File: config.mk
export PLATFORM = sky130hd
export DESIGN_NAME = regfile_write_arbiter
export DESIGN_NICKNAME = d
export VERILOG_FILES = /design/src/rtl/regfile_write_arbiter.sv
export SDC_FILE = /design/constraint.sdc
export NUM_CORES = 1
export LEC_CHECK = 0
export ABC_AREA = 0
export BUFFER_PORTS_ARGS = -buffer_cell sky130_fd_sc_hd__buf_2
export CAP_MARGIN = 20
export CORE_AREA = 2 2 88 90
export CTS_CLUSTER_DIAMETER = 100
export DETAILED_ROUTE_END_ITERATION = 10
export DIE_AREA = 0 0 90 92
export MAX_ROUTING_LAYER = met4
export PLACE_DENSITY = 0.82
export SKIP_CTS_REPAIR_TIMING = 1
export SLEW_MARGIN = 20
export SYNTH_ARGS = -nofsm -noshare
export SYNTH_HDL_FRONTEND = slang
export SYNTH_SLANG_ARGS = --single-unit
File: constraint.sdc
create_clock -name clock -period 3.65 [get_ports clock]
set_input_delay 0.1825 -clock clock [delete_from_list [all_inputs] [get_ports clock]]
set_output_delay 0.1825 -clock clock [all_outputs]
set_load 0.1 [all_outputs]
File: src/rtl/regfile_write_arbiter.sv
// Purpose: arbitrates pipeline writeback (A) and multdiv completion (B) onto one register-file write port, and tracks registers with pending long-latency writes.
// Latency: grant is combinational; the accepted write appears on wr_* one cycle after the transfer edge.
// Backpressure: a_ready/b_ready equal the grant; at most one requester transfers per cycle and the loser simply holds its request.
//
// Optional feature: define ARB_ROUND_ROBIN_EN for round-robin contention handling;
// the default build gives A fixed priority with a 2-bit starvation counter for B.
//
// Ports:
//   clock, ctrl_reset                 posedge clock, asynchronous active-high reset
//   a_valid/a_reg/a_data -> a_ready   requester A (pipeline writeback)
//   b_valid/b_reg/b_data -> b_ready   requester B (multdiv completion), clears busy on transfer
//   issue_valid/issue_reg             long-latency issue, marks destination busy
//   rd_regA/rd_regB -> stall          source-operand hazard against pending long-latency writes
//   wr_en/wr_reg/wr_data              register-file write port (sampled by the register file on negedge)
module regfile_write_arbiter (
    input  logic        clock,
    input  logic        ctrl_reset,
    input  logic        a_valid,
    input  logic [4:0]  a_reg,
    input  logic [31:0] a_data,
    output logic        a_ready,
    input  logic        b_valid,
    input  logic [4:0]  b_reg,
    input  logic [31:0] b_data,
    output logic        b_ready,
    input  logic        issue_valid,
    input  logic [4:0]  issue_reg,
    input  logic [4:0]  rd_regA,
    input  logic [4:0]  rd_regB,
    output logic        stall,
    output logic        wr_en,
    output logic [4:0]  wr_reg,
    output logic [31:0] wr_data
);

    logic        grantA;
    logic        grantB;
    logic [31:0] busy;
    logic [31:0] busyNext;

`ifdef ARB_ROUND_ROBIN_EN
    // Set when A transferred last, so B wins the next contended cycle.
    logic        preferB;
`else
    // Cycles B has been valid and refused; saturates at 3, which flips the next contention to B.
    logic [1:0]  starveCnt;
`endif

    // Grant logic. Readies are held low throughout reset so nothing is
    // accepted that the reset would then discard.
    always_comb begin
        grantA = 1'b0;
        grantB = 1'b0;
        if (!ctrl_reset) begin
            if (a_valid && b_valid) begin
`ifdef ARB_ROUND_ROBIN_EN
                grantB = preferB;
`else
                grantB = (starveCnt == 2'd3);
`endif
                grantA = !grantB;
            end else begin
                grantA = a_valid;
                grantB = b_valid;
            end
        end
    end

    assign a_ready = grantA;
    assign b_ready = grantB;

`ifdef ARB_ROUND_ROBIN_EN
    always_ff @(posedge clock or posedge ctrl_reset) begin
        if (ctrl_reset) begin
            preferB <= 1'b0;
        end else if (grantA) begin
            preferB <= 1'b1;
        end else if (grantB) begin
            preferB <= 1'b0;
        end
    end
`else
    always_ff @(posedge clock or posedge ctrl_reset) begin
        if (ctrl_reset) begin
            starveCnt <= 2'd0;
        end else if (!b_valid || grantB) begin
            starveCnt <= 2'd0;
        end else if (starveCnt != 2'd3) begin
            starveCnt <= starveCnt + 2'd1;
        end
    end
`endif

    // Write port register. A write to register 0 is accepted but never
    // enabled; the fields are still captured like any granted request.
    always_ff @(posedge clock or posedge ctrl_reset) begin
        if (ctrl_reset) begin
            wr_en   <= 1'b0;
            wr_reg  <= 5'd0;
            wr_data <= 32'd0;
        end else if (grantA) begin
            wr_en   <= (a_reg != 5'd0);
            wr_reg  <= a_reg;
            wr_data <= a_data;
        end else if (grantB) begin
            wr_en   <= (b_reg != 5'd0);
            wr_reg  <= b_reg;
            wr_data <= b_data;
        end else begin
            wr_en   <= 1'b0;
        end
    end

    // Busy scoreboard. The set is applied after the clear so a new issue to
    // the register B is retiring in the same cycle keeps it busy.
    always_comb begin
        busyNext = busy;
        if (grantB) begin
            busyNext[b_reg] = 1'b0;
        end
        if (issue_valid && (issue_reg != 5'd0)) begin
            busyNext[issue_reg] = 1'b1;
        end
    end

    always_ff @(posedge clock or posedge ctrl_reset) begin
        if (ctrl_reset) begin
            busy <= 32'd0;
        end else begin
            busy <= busyNext;
        end
    end

    // No bypass: the register stays busy until the edge where B transfers.
    assign stall = busy[rd_regA] | busy[rd_regB];

endmodule
==> reports/qor.yml, run 1 <==
r2r-start: "starveCnt[0]"
grt_pass1_wl_um: 16200
combinationalPowerShare: 0.337
io-pin-count: 135
synth_ff_type: "dfrtp_1"
worstSetupStartpoint: "busy[23]"
slew_viol_final: 0
clockBufferDepth: 2
wl_per_cell_um: 16.6
relSlewSlack: 0.401
grt_pass1_vias: 3280
diodes: 0
numCtsBuffers: 9
synthDistinctLibCells: 38
nets: 586
drt_iter0_markers: 389
hp-start: "issue_reg[4]"
clkPwrFrac: 0.282
p_int_mw: 1.65
synth_top_area_cell: "dfrtp_1"
hold_ws_ns: 0.0822
async_flop_share: 1.00
die_area_mm2: 0.00828
antenna_left: 0
instances_no_fill: 598
syn_nets: 458
dp.cells: 582
drc: 0
startpoint_type: "flip-flop"
peakVddDrop_v: 0.000301
rows: 32
total_leakage_power_nw: 2.23
insertion_delay_ns: 0.34
ys_seq_elements: 72
ys.warnings.count: 0
end_kind: "primary output"
antenna_found_initial: 0
area_growth_pct: 27.1
fp.dieW_um: 90
core_area_mm2: 0.00745
synth_edf_count: 0
hold_violations: 0
cp_max_fo: 3
p_per_area_mw_per_mm2: 573
status: "finished, final reports clean"
p_sw_mw: 1.08
drt-total-wl_um: 9930
cts_tree: "yes"
tightest_slew_ns: 0.898
io_buffer_count: 134
ys_seq_area_frac: 0.481
layout_commonest_cell: "buf_2"
reg2reg_depth: 5
finalCriticalPeriod_ns: 2.50
critPathArrivalTime_ns: 2.32
post-route-period-util: 0.686
track_usage: 0.256
drive_gt1_frac: 0.329
grt_max_degree: 74
gp_congestion: 0.886
syn_avg_cell_area_um2: 10.3
syn_inst: 363
swShare: 0.395
cap_violations: 0
cts.sinks: 72
rsz0062_at_grt: "no"
synthTopCellsByArea: "dfrtp_1 48%, o21ai_0 13%, mux2i_1 12%"
vias_per_cell: 5.64
htree_levels: 3
syn-cell-area_mm2: 0.00375
final_cell_mix: "134 x buf_2, 94 x o21ai_0, 72 x dfrtp_1"
dp_hpwl_um: 7460
root_buffer: "clkbuf_8"
whs_path_depth: 2
grt_remaining_overflow: 0
dr_total_vias: 3374
setup_viol: 0
finClkSkew_ns: 0.00781
cts.clk_slew.worst_paths_ns: 0.08
yosysTopAreaCellShare: 0.481
worstPathRequired_ns: 3.47
start_util: 0.503
hold_path.class: "in2reg"
dr.pass1.iters: 5
power_frac_seq: 0.381
critPathKind: "reg2out"
max_freq_ghz: 0.399
die_h_um: 92
fin_tns_setup_ns: 0
final_util: 0.640
==> kinds of logic (layout without fill, tap and decap cells) <==
kind of cell	Yosys count	after routing	synth area share
buf+inv	34	167	0.0377
mux	56	56	0.191
simple gates	80	80	0.105
flops	72	72	0.481
fa+ha+maj	1	1	0.00334
compound gates	120	120	0.182
==> worst max-delay path, stage by stage, from the launching register on <==
cell     delay [ns]
dfrtp_1        0.43
mux4_2         0.49
mux4_2         0.47
a211o_1        0.30
buf_2          0.29
==> final cells by class <==
cell class | count | area, um^2
Multi-Input combinational cell | 257 | 1830
Inverter | 14 | 56.3
Fill cell | 650 | 2680
Clock buffer | 11 | 141
Timing Repair Buffer | 137 | 706
Sequential cell | 72 | 1800
Tap cell | 102 | 128
Clock inverter | 5 | 104
==> synthesized netlist by cell type, drive strengths merged, types with 3 or more instances <==
cell	instances
mux4	11
or3	4
a222oi	4
mux2i	45
nand3	11
clkbuf	14
o31ai	5
nand2b	3
nand2	38
dfrtp	72
nor2	4
nand3b	5
nor2b	4
nand4	4
inv	14
buf	6
o21ai	95
==> power groups by stage <==
stage | Combinational, mW | Sequential (mW) | Clock (mW)
6_report | 0.921 | 1.04 | 0.770
5_1_grt | 0.979 | 1.06 | 0.803
4_1_cts | 0.925 | 1.04 | 0.770
3_5_place_dp | 0.922 | 1.05 | 0
3_3_place_gp | 0.900 | 1.04 | 0
2_1_floorplan | 0.316 | 1.43 | 0
==> layer usage <==
layer  track usage  wire length, um  vias up
met5             -                0        -
met3        0.0419              599       18
met4         0.104              197        0
met2         0.434             5110      149
met1         0.310             4020     1604
li1              -                -     1603
==> worst paths after layout <==
path | slack [ns] | end
worst max-delay path | 1.15 | stall
worst min-delay path | 0.08 | busy[7]
worst max register to register | 1.51 | wr_data[18]
worst min register to register | 0.48 | wr_data[27]
max in group asynchronous | 2.81 | busy[17]
min in group asynchronous | 0.23 | starveCnt[1]
==> metrics by stage <==
stage	total power [mW]	setup slack [ns]	instance area, um^2
finish	2.73	1.15	4770
global route	2.84	1.10	4770
CTS	2.73	1.15	4770
detailed placement	1.97	1.37	4520
global placement	1.94	1.42	4520
floorplan	1.74	0.625	3750
Note: power is estimated with default switching activity, not from simulation.
==> run 2, diff against run 1 <==
--- a/config.mk
+++ b/config.mk
@@ -8,12 +8,12 @@
 export ABC_AREA = 0
 export BUFFER_PORTS_ARGS = -buffer_cell sky130_fd_sc_hd__buf_2
 export CAP_MARGIN = 20
-export CORE_AREA = 2 2 88 90
+export CORE_AREA = 2 2 90 92
 export CTS_CLUSTER_DIAMETER = 100
 export DETAILED_ROUTE_END_ITERATION = 10
-export DIE_AREA = 0 0 90 92
+export DIE_AREA = 0 0 92 94
 export MAX_ROUTING_LAYER = met4
-export PLACE_DENSITY = 0.82
+export PLACE_DENSITY = 0.79
 export SKIP_CTS_REPAIR_TIMING = 1
 export SLEW_MARGIN = 20
 export SYNTH_ARGS = -nofsm -noshare
==> constraint.sdc (replaced) <==
create_clock -name clock -period 2.5 [get_ports clock]
set_input_delay 0.125 -clock clock [delete_from_list [all_inputs] [get_ports clock]]
set_output_delay 0.125 -clock clock [all_outputs]
set_load 0.1 [all_outputs]
==> run 2 against run 1 <==
Net effect: routed wire length rose by 3.7%; clock power rose by 29%; critical path depth did not move; worst setup slack got worse by 1.0 ns; sequential power rose by 46%; first-iteration DRC count fell by 39%; die area rose by 4.4%; final cell count rose by 1.0%; clock skew fell by 0.0032 ns; non-clock buffer count rose by 6; worst hold slack got worse by 0.060 ns; largest power group unchanged.
==> reports/qor.yml, run 2 (synthesis results as in run 1) <==
reg2reg_depth: 5
worstPathRequired_ns: 2.38
numCtsBuffers: 9
hold_end: "wr_reg[4]"
relSlewSlack: 0.389
rows: 32
r2r_end: "busy[3]"
antenna_left: 0
root_buffer: "clkbuf_8"
drive_gt1_frac: 0.335
die_h_um: 94
whs_path_depth: 3
fp.dieW_um: 92
layout_commonest_cell: "buf_2"
gp_congestion: 0.890
end_kind: "primary output"
start_util: 0.493
finalCriticalPeriod_ns: 2.40
diodes: 0
met3_usage: 0.0465
core_area_mm2: 0.00761
cap_violations: 0
clockBufferDepth: 2
die_area_mm2: 0.00865
critPathKind: "reg2out"
clkPwrFrac: 0.257
io_buffer_count: 134
r2r-start: "starveCnt[0]"
startpoint_type: "flip-flop"
rsz0062_at_grt: "no"
use_met2: 0.422
r2r_setup_slack_ns: 0.56
cp_max_fo: 3
swShare: 0.406
tightest_slew_ns: 0.912
use_met1: 0.304
p_per_area_mw_per_mm2: 809
setup_viol: 0
cts_tree: "yes"
grt_max_degree: 55
cts.clk_slew.worst_paths_ns: 0.07
htree_levels: 3
p_int_mw: 2.30
grt_pass1_wl_um: 16500
slew_viol_final: 0
critPathArrivalTime_ns: 2.28
cts.sinks: 72
p_sw_mw: 1.57
area_growth_pct: 27.7
hold_ws_ns: 0.0226
finClkSkew_ns: 0.00459
final_util: 0.629
dp_hpwl_um: 7850
wl_per_cell_um: 17.0
io-pin-count: 135
dr_total_vias: 3429
track_usage: 0.253
post-route-period-util: 0.960
vias_per_cell: 5.68
insertion_delay_ns: 0.35
dr.pass1.iters: 5
grt.busiest_layer: "met2"
power_frac_seq: 0.393
antenna_found_initial: 0
max_freq_ghz: 0.417
grt_pass1_vias: 3349
nets: 592
hold_path.class: "in2reg"
fin_tns_setup_ns: 0
final_cell_mix: "133 x buf_2, 94 x o21ai_0, 72 x dfrtp_1"
peakVddDrop_v: 0.000533
drt-total-wl_um: 10300
status: "finished, final reports clean"
hold_violations: 0
total_leakage_power_nw: 2.25
finalPower_mw: 3.88
grt_remaining_overflow: 0
drt_iter0_markers: 236
combinationalPowerShare: 0.350
hp-start: "a_reg[4]"
drc: 0
==> run 2: cell types whose count changed in the layout (fill, tap and decap cells not counted) <==
cell / previous run / this run
dlygate4sd3_1: 0 / 1
clkinv_4: 1 / 0
buf_4: 2 / 8
buf_2: 134 / 133
bufinv_16: 3 / 1
clkbuf_8: 10 / 13
==> run 2: stage by stage <==
step | instance area (um^2) | cells | setup slack [ns]
3_5_place_dp | 4560 | 587 | 0.404
4_1_cts | 4780 | 603 | 0.0247
5_1_grt | 4790 | 604 | 0.0294
2_1_floorplan | 3750 | 363 | 0.0408
3_3_place_gp | 4560 | 587 | 0.442
6_report | 4790 | 604 | 0.0996
==> run 2: routing by layer <==
metal / up-vias / share of wire
met3: 17 / 0.069
met5: - / 0
met1: 1642 / 0.40
met2: 162 / 0.51
li1: 1608 / -
met4: 0 / 0.017
==> run 2: critical path, cell delays in order, from the launching register on <==
cell     delay [ns]
dfrtp_1        0.40
mux4_1         0.53
mux4_2         0.47
a211o_1        0.30
buf_4          0.23
==> run 2: how the worst max path moves through the flow <==
| stage | cells after the start | to | from | slack, ns |
|---|---|---|---|---|
| 2_1_floorplan | 5 | wr_reg[0] | ctrl_reset | 0.04 |
| 5_1_grt | 4 | stall | busy[29] | 0.03 |
| 3_5_place_dp | 4 | stall | busy[29] | 0.40 |
| 3_3_place_gp | 4 | stall | busy[29] | 0.44 |
| 6_report | 4 | stall | busy[29] | 0.1 |
| 4_1_cts | 4 | stall | busy[29] | 0.02 |
==> run 2: layout make-up <==
cell class	instances	area (um^2)
Tap cell	102	128
Multi-Input combinational cell	257	1830
Timing Repair Buffer	143	756
Fill cell	661	2820
Sequential cell	72	1800
Clock inverter	2	35.0
Clock buffer	14	183
Inverter	14	56.3
==> run 2: power by group through the flow <==
stage / Sequential, mW / Combinational, mW / Clock [mW]
after detailed placement: 1.54 / 1.36 / 0
after floorplan: 2.08 / 0.462 / 0
after global placement: 1.52 / 1.33 / 0
final: 1.52 / 1.36 / 0.994
after CTS: 1.52 / 1.36 / 1.00
after global routing: 1.55 / 1.44 / 1.05
==> run 3, diff against run 2 <==
--- a/config.mk
+++ b/config.mk
@@ -8,12 +8,13 @@
 export ABC_AREA = 0
 export BUFFER_PORTS_ARGS = -buffer_cell sky130_fd_sc_hd__buf_2
 export CAP_MARGIN = 20
-export CORE_AREA = 2 2 90 92
+export CORE_AREA = 2 2 107 78
 export CTS_CLUSTER_DIAMETER = 100
 export DETAILED_ROUTE_END_ITERATION = 10
-export DIE_AREA = 0 0 92 94
+export DIE_AREA = 0 0 109 80
 export MAX_ROUTING_LAYER = met4
 export PLACE_DENSITY = 0.79
+export SETUP_SLACK_MARGIN = 0.15
 export SKIP_CTS_REPAIR_TIMING = 1
 export SLEW_MARGIN = 20
 export SYNTH_ARGS = -nofsm -noshare
==> run 3 against run 2 <==
Net effect: the flow now finishes with violations (hold timing); clock power up 7%; total power up 2.9%; worst hold slack worse by 0.023 ns; clock skew up 0.0054 ns; via count up 2.5%; critical path depth unchanged; count of clock-buffer cells in the layout down 5; critical endpoint unchanged.
==> reports/qor.yml, run 3 (synthesis results as in run 1) <==
numCtsBuffers: 9
cp_max_fo: 3
dr.pass1.iters: 5
fp.dieW_um: 109
fin_tns_setup_ns: 0
dr_total_vias: 3514
die_area_mm2: 0.00872
core_area_mm2: 0.00767
antenna_found_initial: 0
track_usage: 0.268
slew_viol_final: 0
insertion_delay_ns: 0.36
grt_max_degree: 43
cts.sinks: 72
rows: 27
setup_viol: 0
status: "finished, violations left"
p_sw_mw: 1.66
final_util: 0.626
hold_path.class: "in2async"
grt_pass1_vias: 3375
die_h_um: 80
worstPathRequired_ns: 2.38
drive_gt1_frac: 0.343
relSlewSlack: 0.444
reg2reg_depth: 5
grt_pass1_wl_um: 17200
critPathKind: "reg2out"
swShare: 0.417
r2r-start: "starveCnt[0]"
start_util: 0.489
post-route-period-util: 0.946
dp_hpwl_um: 8280
cts_tree: "yes"
hold_violations: 1
combinationalPowerShare: 0.350
clkPwrFrac: 0.265
finClkSkew_ns: 0.00999
io-pin-count: 135
peakVddDrop_v: 0.000407
rsz0062_at_grt: "yes"
hold_ws_ns: -0.000143
htree_levels: 3
gp_congestion: 0.991
root_buffer: "clkbuf_8"
clockBufferDepth: 2
drt-total-wl_um: 10800
total_leakage_power_nw: 2.25
area_growth_pct: 28.0
io_buffer_count: 134
end_kind: "primary output"
wl_per_cell_um: 17.9
finalPower_mw: 3.99
r2r_setup_slack_ns: 0.49
finalCriticalPeriod_ns: 2.36
grt_remaining_overflow: 0
p_per_area_mw_per_mm2: 831
power_frac_seq: 0.385
fillers: 635
critPathArrivalTime_ns: 2.24
p_int_mw: 2.33
r2r_end: "busy[27]"
startpoint_type: "flip-flop"
cts.clk_slew.worst_paths_ns: 0.08
placed_cell_area_mm2: 0.00454
cap_violations: 0
vias_per_cell: 5.83
violations: "hold timing"
nets: 592
antenna_left: 0
diodes: 0
max_freq_ghz: 0.423
layout_commonest_cell: "buf_2"
fin_area_mm2: 0.00480
final_cell_mix: "133 x buf_2, 94 x o21ai_0, 72 x dfrtp_1"
drc: 0
tightest_slew_ns: 0.831
drt_iter0_markers: 309
[run 3: power groups by stage]
| stage | Combinational (mW) | Clock [mW] | Sequential, mW |
|---|---|---|---|
| floorplan | 0.462 | 0 | 2.08 |
| global placement | 1.33 | 0 | 1.53 |
| detailed placement | 1.36 | 0 | 1.54 |
| CTS | 1.36 | 1.07 | 1.52 |
| global route | 1.48 | 1.13 | 1.55 |
| finish | 1.40 | 1.06 | 1.53 |
[run 3: metrics by stage]
| step | setup slack (ns) | hold slack (ns) | instances |
|---|---|---|---|
| after floorplan | 0.238 | 0.221 | 363 |
| after global placement | 0.336 | 0.369 | 584 |
| after detailed placement | 0.299 | 0.379 | 584 |
| after CTS | 0.0295 | -0.00122 | 600 |
| after global routing | 0.112 | 0.0111 | 603 |
| final | 0.136 | -0.000143 | 603 |
[run 3: critical path, cell delays in order, from the launching register on]
cell and delay, ns:
dfrtp_1 0.42, mux4_2 0.49, mux4_2 0.49, a211o_1 0.31, buf_12 0.17
[run 3: worst max-delay path by stage]
stage	from	end	slack, ns	depth (start not counted)
after CTS	busy[25]	stall	0.03	4
after floorplan	ctrl_reset	wr_reg[0]	0.24	5
after global routing	busy[17]	stall	0.11	4
after global placement	rd_regA[0]	stall	0.34	5
final	busy[27]	stall	0.14	4
after detailed placement	rd_regA[0]	stall	0.30	5
[run 3: cell type report]
type	count	area, um^2	share of cell area
Clock inverter	7	103	0.0214
Multi-Input combinational cell	257	1820	0.380
Tap cell	101	126	0.0263
Timing Repair Buffer	143	766	0.160
Clock buffer	9	124	0.0258
Inverter	14	56.3	0.0117
Sequential cell	72	1800	0.375
[run 3: per-layer routing]
metal,vias to the layer above,GRT usage,wire length (um)
met5,-,-,0
met4,0,0.0654,160
met3,18,0.0792,968
met2,175,0.407,5060
met1,1708,0.355,4630
li1,1613,-,-
